### config.mk
export PLATFORM = sky130hd
export DESIGN_NAME = branch_ctrl_stage_flat
export DESIGN_NICKNAME = d
export VERILOG_FILES = /design/src/rtl/branch_ctrl_stage_pkg.sv /design/src/rtl/branch_ctrl_stage_if.sv /design/src/rtl/branch_ctrl_stage_cmp.sv /design/src/rtl/branch_ctrl_stage.sv /design/src/flat_wrapper.sv
export SDC_FILE = /design/constraint.sdc
export NUM_CORES = 1
export LEC_CHECK = 0
export BUFFER_PORTS_ARGS = -buffer_cell sky130_fd_sc_hd__buf_4
export CAP_MARGIN = 30
export CORE_MARGIN = 5
export CORE_UTILIZATION = 54
export DETAILED_ROUTE_END_ITERATION = 7
export PLACE_DENSITY = 0.84
export SLEW_MARGIN = 20
export SYNTH_ARGS = -nofsm -noshare
export SYNTH_HDL_FRONTEND = slang
export SYNTH_SLANG_ARGS = --single-unit
### constraint.sdc
create_clock -name clk -period 6.4 [get_ports clk]
set_clock_uncertainty 0.05 [all_clocks]
set_input_delay 1.6 -clock clk [delete_from_list [all_inputs] [get_ports clk]]
set_output_delay 1.6 -clock clk [all_outputs]
set_load 0.05 [all_outputs]
### src/rtl/branch_ctrl_stage_pkg.sv
// Shared opcode constants, FSM state encoding and decode helpers for the
// ID-stage branch/jump control slice.
package mips_pkg;

    localparam logic [5:0] OP_J   = 6'h02;
    localparam logic [5:0] OP_JAL = 6'h03;
    localparam logic [5:0] OP_BEQ = 6'h04;
    localparam logic [5:0] OP_BNE = 6'h05;

    typedef enum logic [1:0] {
        ST_IDLE,
        ST_WAIT_OPND,
        ST_ISSUE,
        ST_FLUSH
    } state_e;

    function automatic logic is_cond_branch(input logic [5:0] op);
        return (op == OP_BEQ) || (op == OP_BNE);
    endfunction

    // JAL redirects exactly like J; the link write is handled elsewhere.
    function automatic logic is_jump(input logic [5:0] op);
        return (op == OP_J) || (op == OP_JAL);
    endfunction

endpackage

### src/rtl/branch_ctrl_stage_if.sv
// IF/ID-side inputs and PC-mux/hazard-side outputs of the branch control stage.
interface branch_ctrl_stage_if #(
    parameter int unsigned CNT_W = 16
);
    logic             if_valid;
    logic [31:0]      instr;
    logic [31:0]      rs_data;
    logic [31:0]      rt_data;
    logic             operands_ready;
    logic             branch;
    logic             jump;
    logic             zero;
    logic [31:0]      Extend;
    logic [25:0]      instr26;
    logic             stall_if;
    logic             flush_ifid;
    logic [CNT_W-1:0] taken_count;

    modport master (
        input  if_valid, instr, rs_data, rt_data, operands_ready,
        output branch, jump, zero, Extend, instr26, stall_if, flush_ifid, taken_count
    );

    modport slave (
        output if_valid, instr, rs_data, rt_data, operands_ready,
        input  branch, jump, zero, Extend, instr26, stall_if, flush_ifid, taken_count
    );
endinterface

### src/rtl/branch_ctrl_stage_cmp.sv
// Operand comparator: BEQ/BNE condition select; any other opcode yields zero=0.
module branch_cmp
    import mips_pkg::*;
(
    input  logic [5:0]  i_op,
    input  logic [31:0] i_rs,
    input  logic [31:0] i_rt,
    output logic        o_zero
);
    always_comb begin
        o_zero = 1'b0;
        case (i_op)
            OP_BEQ:  o_zero = (i_rs == i_rt);
            OP_BNE:  o_zero = (i_rs != i_rt);
            default: o_zero = 1'b0;
        endcase
    end
endmodule

### src/rtl/branch_ctrl_stage.sv
// ID-stage branch/jump issue FSM: registered one-cycle issue pulse to the PC mux,
// fetch stall while operands resolve, wrong-path flush and taken-redirect counter.
module branch_ctrl_stage
    import mips_pkg::*;
#(
    parameter int unsigned FLUSH_CYCLES = 1,
    parameter int unsigned PC_SKEW      = 1,
    parameter int unsigned CNT_W        = 16
) (
    input  logic         clk,
    input  logic         reset,
    branch_ctrl_stage_if.master bif
);
    localparam logic [1:0]  FLUSH_LAST = 2'(FLUSH_CYCLES - 1);
    localparam logic [31:0] SKEW       = 32'(PC_SKEW);

    state_e           r_state;
    logic [31:0]      r_instr;
    logic [1:0]       r_flush_cnt;
    logic [CNT_W-1:0] r_cnt;
    logic             r_branch, r_jump, r_zero, r_stall, r_flush;
    logic [31:0]      r_extend;
    logic [25:0]      r_instr26;

    logic [31:0] w_instr;
    logic [5:0]  w_op;
    logic        w_is_br, w_is_j, w_zero, w_accept, w_taken;
    logic [31:0] w_ext;

    // While waiting on operands the held copy is authoritative, not IF/ID.
    assign w_instr  = (r_state == ST_WAIT_OPND) ? r_instr : bif.instr;
    assign w_op     = w_instr[31:26];
    assign w_is_br  = is_cond_branch(w_op);
    assign w_is_j   = is_jump(w_op);
    assign w_ext    = {{16{w_instr[15]}}, w_instr[15:0]} - SKEW;
    assign w_taken  = (r_branch & r_zero) | r_jump;
    assign w_accept = ((r_state == ST_IDLE) && bif.if_valid &&
                       (w_is_j || (w_is_br && bif.operands_ready))) ||
                      ((r_state == ST_WAIT_OPND) && bif.operands_ready);

    branch_cmp u_cmp (
        .i_op   (w_op),
        .i_rs   (bif.rs_data),
        .i_rt   (bif.rt_data),
        .o_zero (w_zero)
    );

    always_ff @(posedge clk or negedge reset) begin
        if (!reset) begin
            r_state     <= ST_IDLE;
            r_instr     <= '0;
            r_flush_cnt <= '0;
            r_cnt       <= '0;
            r_branch    <= 1'b0;
            r_jump      <= 1'b0;
            r_zero      <= 1'b0;
            r_stall     <= 1'b0;
            r_flush     <= 1'b0;
            r_extend    <= '0;
            r_instr26   <= '0;
        end else begin
            r_branch  <= 1'b0;
            r_jump    <= 1'b0;
            r_zero    <= 1'b0;
            r_stall   <= 1'b0;
            r_flush   <= 1'b0;
            r_extend  <= '0;
            r_instr26 <= '0;
            case (r_state)
                ST_IDLE: begin
                    if (!w_accept && bif.if_valid && w_is_br) begin
                        r_state <= ST_WAIT_OPND;
                        r_instr <= bif.instr;
                        r_stall <= 1'b1;
                    end
                end
                ST_WAIT_OPND: begin
                    if (!w_accept) r_stall <= 1'b1;
                end
                ST_ISSUE: begin
                    if (w_taken) begin
                        r_state     <= ST_FLUSH;
                        r_flush     <= 1'b1;
                        r_flush_cnt <= FLUSH_LAST;
                        if (r_cnt != '1) r_cnt <= r_cnt + CNT_W'(1);
                    end else begin
                        r_state <= ST_IDLE;
                    end
                end
                ST_FLUSH: begin
                    if (r_flush_cnt == 2'd0) begin
                        r_state <= ST_IDLE;
                    end else begin
                        r_flush_cnt <= r_flush_cnt - 2'd1;
                        r_flush     <= 1'b1;
                    end
                end
                default: r_state <= ST_IDLE;
            endcase
            // Issue entry is shared by IDLE and WAIT_OPND and overrides the case above.
            if (w_accept) begin
                r_state   <= ST_ISSUE;
                r_stall   <= 1'b1;
                r_branch  <= w_is_br;
                r_jump    <= w_is_j;
                r_zero    <= w_zero;
                r_extend  <= w_ext;
                r_instr26 <= w_instr[25:0];
            end
        end
    end

    assign bif.branch      = r_branch;
    assign bif.jump        = r_jump;
    assign bif.zero        = r_zero;
    assign bif.Extend      = r_extend;
    assign bif.instr26     = r_instr26;
    assign bif.stall_if    = r_stall;
    assign bif.flush_ifid  = r_flush;
    assign bif.taken_count = r_cnt;
endmodule

### src/flat_wrapper.sv
// flat-port wrapper written by rule: the top's interface ports become plain ports
module branch_ctrl_stage_flat import mips_pkg::*;
#(
    parameter int unsigned FLUSH_CYCLES = 1,
    parameter int unsigned PC_SKEW      = 1,
    parameter int unsigned CNT_W        = 16
)
  (clk, reset, bif_if_valid, bif_instr, bif_rs_data, bif_rt_data, bif_operands_ready, bif_branch, bif_jump, bif_zero, bif_Extend, bif_instr26, bif_stall_if, bif_flush_ifid, bif_taken_count);
  branch_ctrl_stage_if #(.CNT_W(CNT_W)) bif_i ();
  input  logic clk;
  input  logic reset;
  input wire logic [$bits(bif_i.if_valid)-1:0] bif_if_valid;
  input wire logic [$bits(bif_i.instr)-1:0] bif_instr;
  input wire logic [$bits(bif_i.rs_data)-1:0] bif_rs_data;
  input wire logic [$bits(bif_i.rt_data)-1:0] bif_rt_data;
  input wire logic [$bits(bif_i.operands_ready)-1:0] bif_operands_ready;
  output wire logic [$bits(bif_i.branch)-1:0] bif_branch;
  output wire logic [$bits(bif_i.jump)-1:0] bif_jump;
  output wire logic [$bits(bif_i.zero)-1:0] bif_zero;
  output wire logic [$bits(bif_i.Extend)-1:0] bif_Extend;
  output wire logic [$bits(bif_i.instr26)-1:0] bif_instr26;
  output wire logic [$bits(bif_i.stall_if)-1:0] bif_stall_if;
  output wire logic [$bits(bif_i.flush_ifid)-1:0] bif_flush_ifid;
  output wire logic [$bits(bif_i.taken_count)-1:0] bif_taken_count;
  assign bif_i.if_valid = bif_if_valid;
  assign bif_i.instr = bif_instr;
  assign bif_i.rs_data = bif_rs_data;
  assign bif_i.rt_data = bif_rt_data;
  assign bif_i.operands_ready = bif_operands_ready;
  assign bif_branch = bif_i.branch;
  assign bif_jump = bif_i.jump;
  assign bif_zero = bif_i.zero;
  assign bif_Extend = bif_i.Extend;
  assign bif_instr26 = bif_i.instr26;
  assign bif_stall_if = bif_i.stall_if;
  assign bif_flush_ifid = bif_i.flush_ifid;
  assign bif_taken_count = bif_i.taken_count;
  branch_ctrl_stage #(.FLUSH_CYCLES(FLUSH_CYCLES), .PC_SKEW(PC_SKEW), .CNT_W(CNT_W)) u_core (.clk(clk), .reset(reset), .bif(bif_i));
endmodule
Word-level counts from Yosys, hierarchy flattened --
Index checks and enable logic that the tools add are counted.
Word-level totals: register bits 115, input bits 100, output and inout bits 79, logic and storage cells 70
Operators by class: add/sub/neg operators 3, eq/ne operators 14, mux-type cells 21, bitwise logic cells 2, reductions and logical operators 19
Operators with widths (number):
- 32-bit 2-to-1 mux | 2
- 32-bit equality test | 1
- 32-bit != test | 1
- 26-bit 2-to-1 mux | 1
- 16-bit by 2-bit subtractor with 17-bit output (second input constant) | 1
- 16-bit by 1-bit adder with 16-bit output (second input constant) | 1
- 16-bit != test (second input constant) | 1
- 6-bit by 2-bit equality test with 1-bit output (second input constant) | 2
- 6-bit by 3-bit equality test with 1-bit output (second input constant) | 2
- 2-bit 2-to-1 mux | 6
- 3-bit AND reduction | 3
- 1-bit 2-to-1 mux | 7
- 1-bit logical AND | 6
- 1-bit case mux with 2 select lines | 3
- 2-bit case mux with 3 select lines | 1
- 2-bit equality test (second input constant) | 2
- 2-bit logical NOT | 2
- 1-bit logical OR | 4
- 2-bit case mux with 2 select lines | 1
- 4-bit nonzero test | 1
- 3-bit by 1-bit != test with 1-bit output (second input constant) | 1
- 3-bit by 2-bit != test with 1-bit output (second input constant) | 1
- 2-bit by 1-bit equality test with 1-bit output (second input constant) | 1
- 2-bit by 1-bit != test with 1-bit output (second input constant) | 1
- 7 further kinds | 7

Longest topological paths before layout --
depth after elaboration 14, gate-level depth with buffers 10, gate-level depth less buffers 8

Modules after synthesis --
A second synthesis with hierarchy kept.
Second synthesis, totals: cell total of the unflattened synthesis 473, area total of the unflattened synthesis 5016.1 um^2
Modules (own cells, without submodules):
- branch_ctrl_stage | times used 1, cells each 426, area an instance 4635.7 um^2, seq. area each 2502.4 um^2
- branch_cmp | times used 1, cells each 47, area an instance 380.4 um^2, seq. area each 0.0 um^2

Least setup slack after synthesis --
Ideal clock, no wire load.
path type in2reg, start point input port bif_instr[0], end point register u_core.r_extend[8] (netlist: u_core.bif.Extend[8]), setup time 0.082 ns, arrival time 3.180 ns, data required time 6.268 ns, setup slack 3.088 ns, stages 7, buffers on the path 0, path through mux2i_1 ha_1 inv_1 a211o_1 or4_1 or3_1 a31oi_1
Between the ends: cells in the longest elaborated chain, start to end 3
Ends and longest elaborated chain:
- start: declaration | line flat_wrapper.sv:13 | input wire logic [$bits(bif_i.instr)-1:0] bif_instr;
- 32-bit 2-to-1 mux | line branch_ctrl_stage.sv:31 | assign w_instr = (r_state == ST_WAIT_OPND) ? r_instr : bif.instr;
- 16-bit by 2-bit subtractor with 17-bit output | line branch_ctrl_stage.sv:35 | assign w_ext = {{16{w_instr[15]}}, w_instr[15:0]} - SKEW;
- 32-bit 2-to-1 mux | line branch_ctrl_stage.sv:101 | if (w_accept) begin
- end signal: assignment | line branch_ctrl_stage.sv:107 | r_extend <= w_ext;
- end: declaration | line branch_ctrl_stage.sv:22 | logic [31:0] r_extend;
Every way passes these cells. A chain may end at the register's enable or synchronous reset.

Final worst setup path --
start point register u_core.r_state[1], end point register u_core.r_extend[14] (netlist: u_core.bif.Extend[14])
Between the ends: cells in the longest elaborated chain, start to end 9, elaborated cells between the ends (all ways) 17, classes of those cells add/sub: 1; eq/ne: 5; mux: 2; reduce/logical: 9
Ends and longest elaborated chain:
- start: declaration | line branch_ctrl_stage.sv:17 | state_e r_state;
- start signal: assignment | line branch_ctrl_stage.sv:50 | r_state <= ST_IDLE;
- start signal: assignment | line branch_ctrl_stage.sv:72 | r_state <= ST_WAIT_OPND;
- start signal: assignment | line branch_ctrl_stage.sv:82 | r_state <= ST_FLUSH;
- branches (longest 8 deep; another with 16-bit by 2-bit subtractor with 17-bit output)
- 32-bit 2-to-1 mux (*) | line branch_ctrl_stage.sv:101
Every way passes the cells marked *.

==> results.md <==
- Routed WL: 12210 um
- Synth Area in Compound Gates: 7.962%
- Syn Inst Count: 456
- Routed vias: 4013
- Initial Util: 55.85%
- Post-CTS Resized: 0
- VDD IR-drop max: 0.1898 mV
- Worst hold path class: flop to flop
- HPWL after DPL: 9350 um
- First-pass GRT wire length: 20510 um
- Slew margin rel.: 38.78%
- Layout cells sized above 1: 33.23%
- Critical path class: flop to flop
- Boundary Pins: 179
- TritonRoute pass-1 iters: 4
- CTS tree: built
- Clock Path Buffers: 2
- Critical path startpoint: u_core.r_state[1]
- Die H: 105.4 um
- I/O Buffers: 178
- Area grow syn2layout: 31.26%
- Gpl congestion: 0.8249
- # DRC: 0
- Gr usage total: 22.77%
- TritonCTS Buffers: 9
- Startpoint types: flop
- Crit-path max FO: 41
- Asr flop ratio synth: 100.0%
- FILL cells: 612
- Die X: 105.4 um
- Main combinational cell family by area after synthesis: simple AND/OR/NAND/NOR gates
- Worst r2r dst: u_core.bif.Extend[14]
- Clock tree sinks: 100
- Htree depth: 3
- Worst-Skew Late Latency: 350 ps
- Synth Area in Simple Gates: 16.79%
- Synth cell types: 57
- Routed WL per cell: 16.78 um
- Worst Path Arrival: 3920 ps
- Post-Synth XOR/XNOR Area: 8.904%
- Synthesized cell area: 4918 sq um
- Root Buffer: clkbuf_8
- Largest net degree at the start of global routing: 65
- Final ANT Viol Nets: 0
- Worst reg2reg startpoint: u_core.r_state[1]
- Peak Freq: 270.3 MHz
- Final Hold Fails: 0
- Hold Crit Depth: 1
- CP required: 6620 ps
- Tightest Pin Transition: 918.4 ps
- Pins Over Slew Limit: 0
- Leakage: 3.244 nW
- Core Region: 8806 sq um
- Yosys reg bits: 100
- Average cell area after synthesis: 10.79 sq um
- Vias in the first global route: 4213
- Layout Nets: 719
- DRT iter0 DRCs: 200
- Final core occ: 73.32%
- EDFF count, synth: 0
- Outcome: finished clean
- # Max-Cap Violations: 0
- Ys flop type: dfrtp_1
- End of the critical path: u_core.bif.Extend[14]
- Final Critical Period: 3699 ps
- CP Capture Type: flop
- Rows: 34
- GRT overflow: 0
- Flop2flop setup slack: 2700 ps
- Post-CTS Hold Fix Bufs: 0
- Final period utilization: 57.80%
- Power per cell area: 333.8 nW/um^2
- Mux cell area share after synthesis: 10.15%
- Initial antenna violation count: 0
- Number of synthesis warnings: 0
- Via density per instance: 5.512
- Setup violators final: 0
- FF-to-FF path depth: 8
- Setup TNS: 0 ps
- Sequential share of the synthesized area: 50.88%
- Die area: 11120 sq um
- Post-CTS Setup Bufs: 0
- Ant diodes: 0
- Adder-cell share of the synthesized area: 0.7632%
- Net count after synthesis: 559
- RSZ-0062 raised after global routing: no
- Clk slew on worst S/H paths: 90 ps
cell usage after synthesis, types with 4 or more instances:
library cell | number | area share [%]
nor2_1 | 31 | 2.4
buf_4 | 16 | 2.4
nor4_1 | 15 | 1.9
inv_1 | 9 | 0.69
buf_1 | 4 | 0.31
mux2_1 | 29 | 6.6
nor3_1 | 11 | 1.1
dfrtp_1 | 100 | 51
clkbuf_1 | 12 | 0.92
nand3_1 | 12 | 1.2
o31a_1 | 4 | 0.71
nand2_1 | 41 | 3.1
xor2_1 | 35 | 6.2
xnor2_1 | 15 | 2.7
or4_1 | 5 | 0.76
a21oi_1 | 21 | 2.1
and2_1 | 5 | 0.64
nand2b_1 | 6 | 0.76
nand4_1 | 5 | 0.64
mux2i_1 | 15 | 3.1
how the worst min path moves through the flow:
stage               slack (ps)                  start                     to
floorplan                  400  u_core.r_flush_cnt[0]  u_core.r_flush_cnt[0]
global placement           410  u_core.r_flush_cnt[0]  u_core.r_flush_cnt[0]
detailed placement         420  u_core.r_flush_cnt[0]  u_core.r_flush_cnt[0]
CTS                        430  u_core.r_flush_cnt[0]  u_core.r_flush_cnt[0]
global route               460      u_core.r_instr[2]      u_core.r_instr[2]
finish                     430  u_core.r_flush_cnt[0]  u_core.r_flush_cnt[0]
where the power goes:
| group | internal, W | switching [W] |
|---|---|---|
| Sequential | 0.000745 | 0.0000876 |
| Clock | 0.000192 | 0.000212 |
| Combinational | 0.000331 | 0.000588 |
cell families (layout without fill, tap and decap cells):
| logic type | after synthesis | count (layout) |
|---|---|---|
| compound gates | 57 | 57 |
| xor+xnor | 50 | 50 |
| mux | 46 | 46 |
| simple gates | 157 | 157 |
| buf+inv | 43 | 207 |
| flops | 100 | 100 |
| fa+ha+maj | 3 | 3 |
stage by stage:
step	setup slack (ps)	total power (W)	cell area, sq um	hold slack (ps)	instances
global placement	2455	0.001724	6225	411.0	711
floorplan	3088	0.001487	4918	397.1	456
finish	2701	0.002155	6456	432.5	728
global route	2434	0.002281	6456	458.4	728
detailed placement	2346	0.001751	6225	423.5	711
CTS	2707	0.002152	6424	434.7	726
critical path: stages (launching register included):
cell and delay [ps]:
dfrtp_1 590, and2b_2 930, mux2i_1 430, ha_1 230
inv_1 50, a211o_1 350, or4_1 560, o31a_1 280
nor3_1 130
registers in the layout, summed over array words and instances, names as in the netlist:
signal	cells
u_core.bif.zero	1
u_core.r_state	2
u_core.r_instr	32
u_core.r_flush_cnt	2
u_core.bif.taken_count	16
u_core.bif.stall_if	1
u_core.bif.branch	1
u_core.bif.Extend	17
u_core.bif.instr26	26
u_core.bif.jump	1
u_core.bif.flush_ifid	1
cell usage in the layout, fill, tap and decap left out, types with 5 or more instances in the layout:
cell,instances
nor3_1,11
or4_1,5
nand3_1,12
dfrtp_1,100
buf_4,181
mux2i_1,15
nand2_1,41
clkbuf_8,10
inv_1,9
nor2_1,31
nand4_1,5
and2_1,5
xor2_1,35
mux2_1,29
a21oi_1,21
nor4_1,15
nand2b_1,6
xnor2_1,15
routing by layer:
layer	vias to the layer above	global-route usage, %	part of all wire (%)
met5	-	0	0
met4	0	6.373	1.7
met3	14	6.357	8.4
met2	162	39.48	50
met1	1929	27.87	39
li1	1908	-	-
final cells by class:
cell class                      instances  area [sq um]  area share (%)
Clock buffer                           10         137.6           2.132
Clock inverter                          5         61.31          0.9496
Inverter                                9         33.78          0.5233
Multi-Input combinational cell        313          2195           33.99
Sequential cell                       100          2502           38.76
Tap cell                              108         135.1           2.093
Timing Repair Buffer                  183          1391           21.55
No activity file was read; power rests on OpenSTA's default activity.
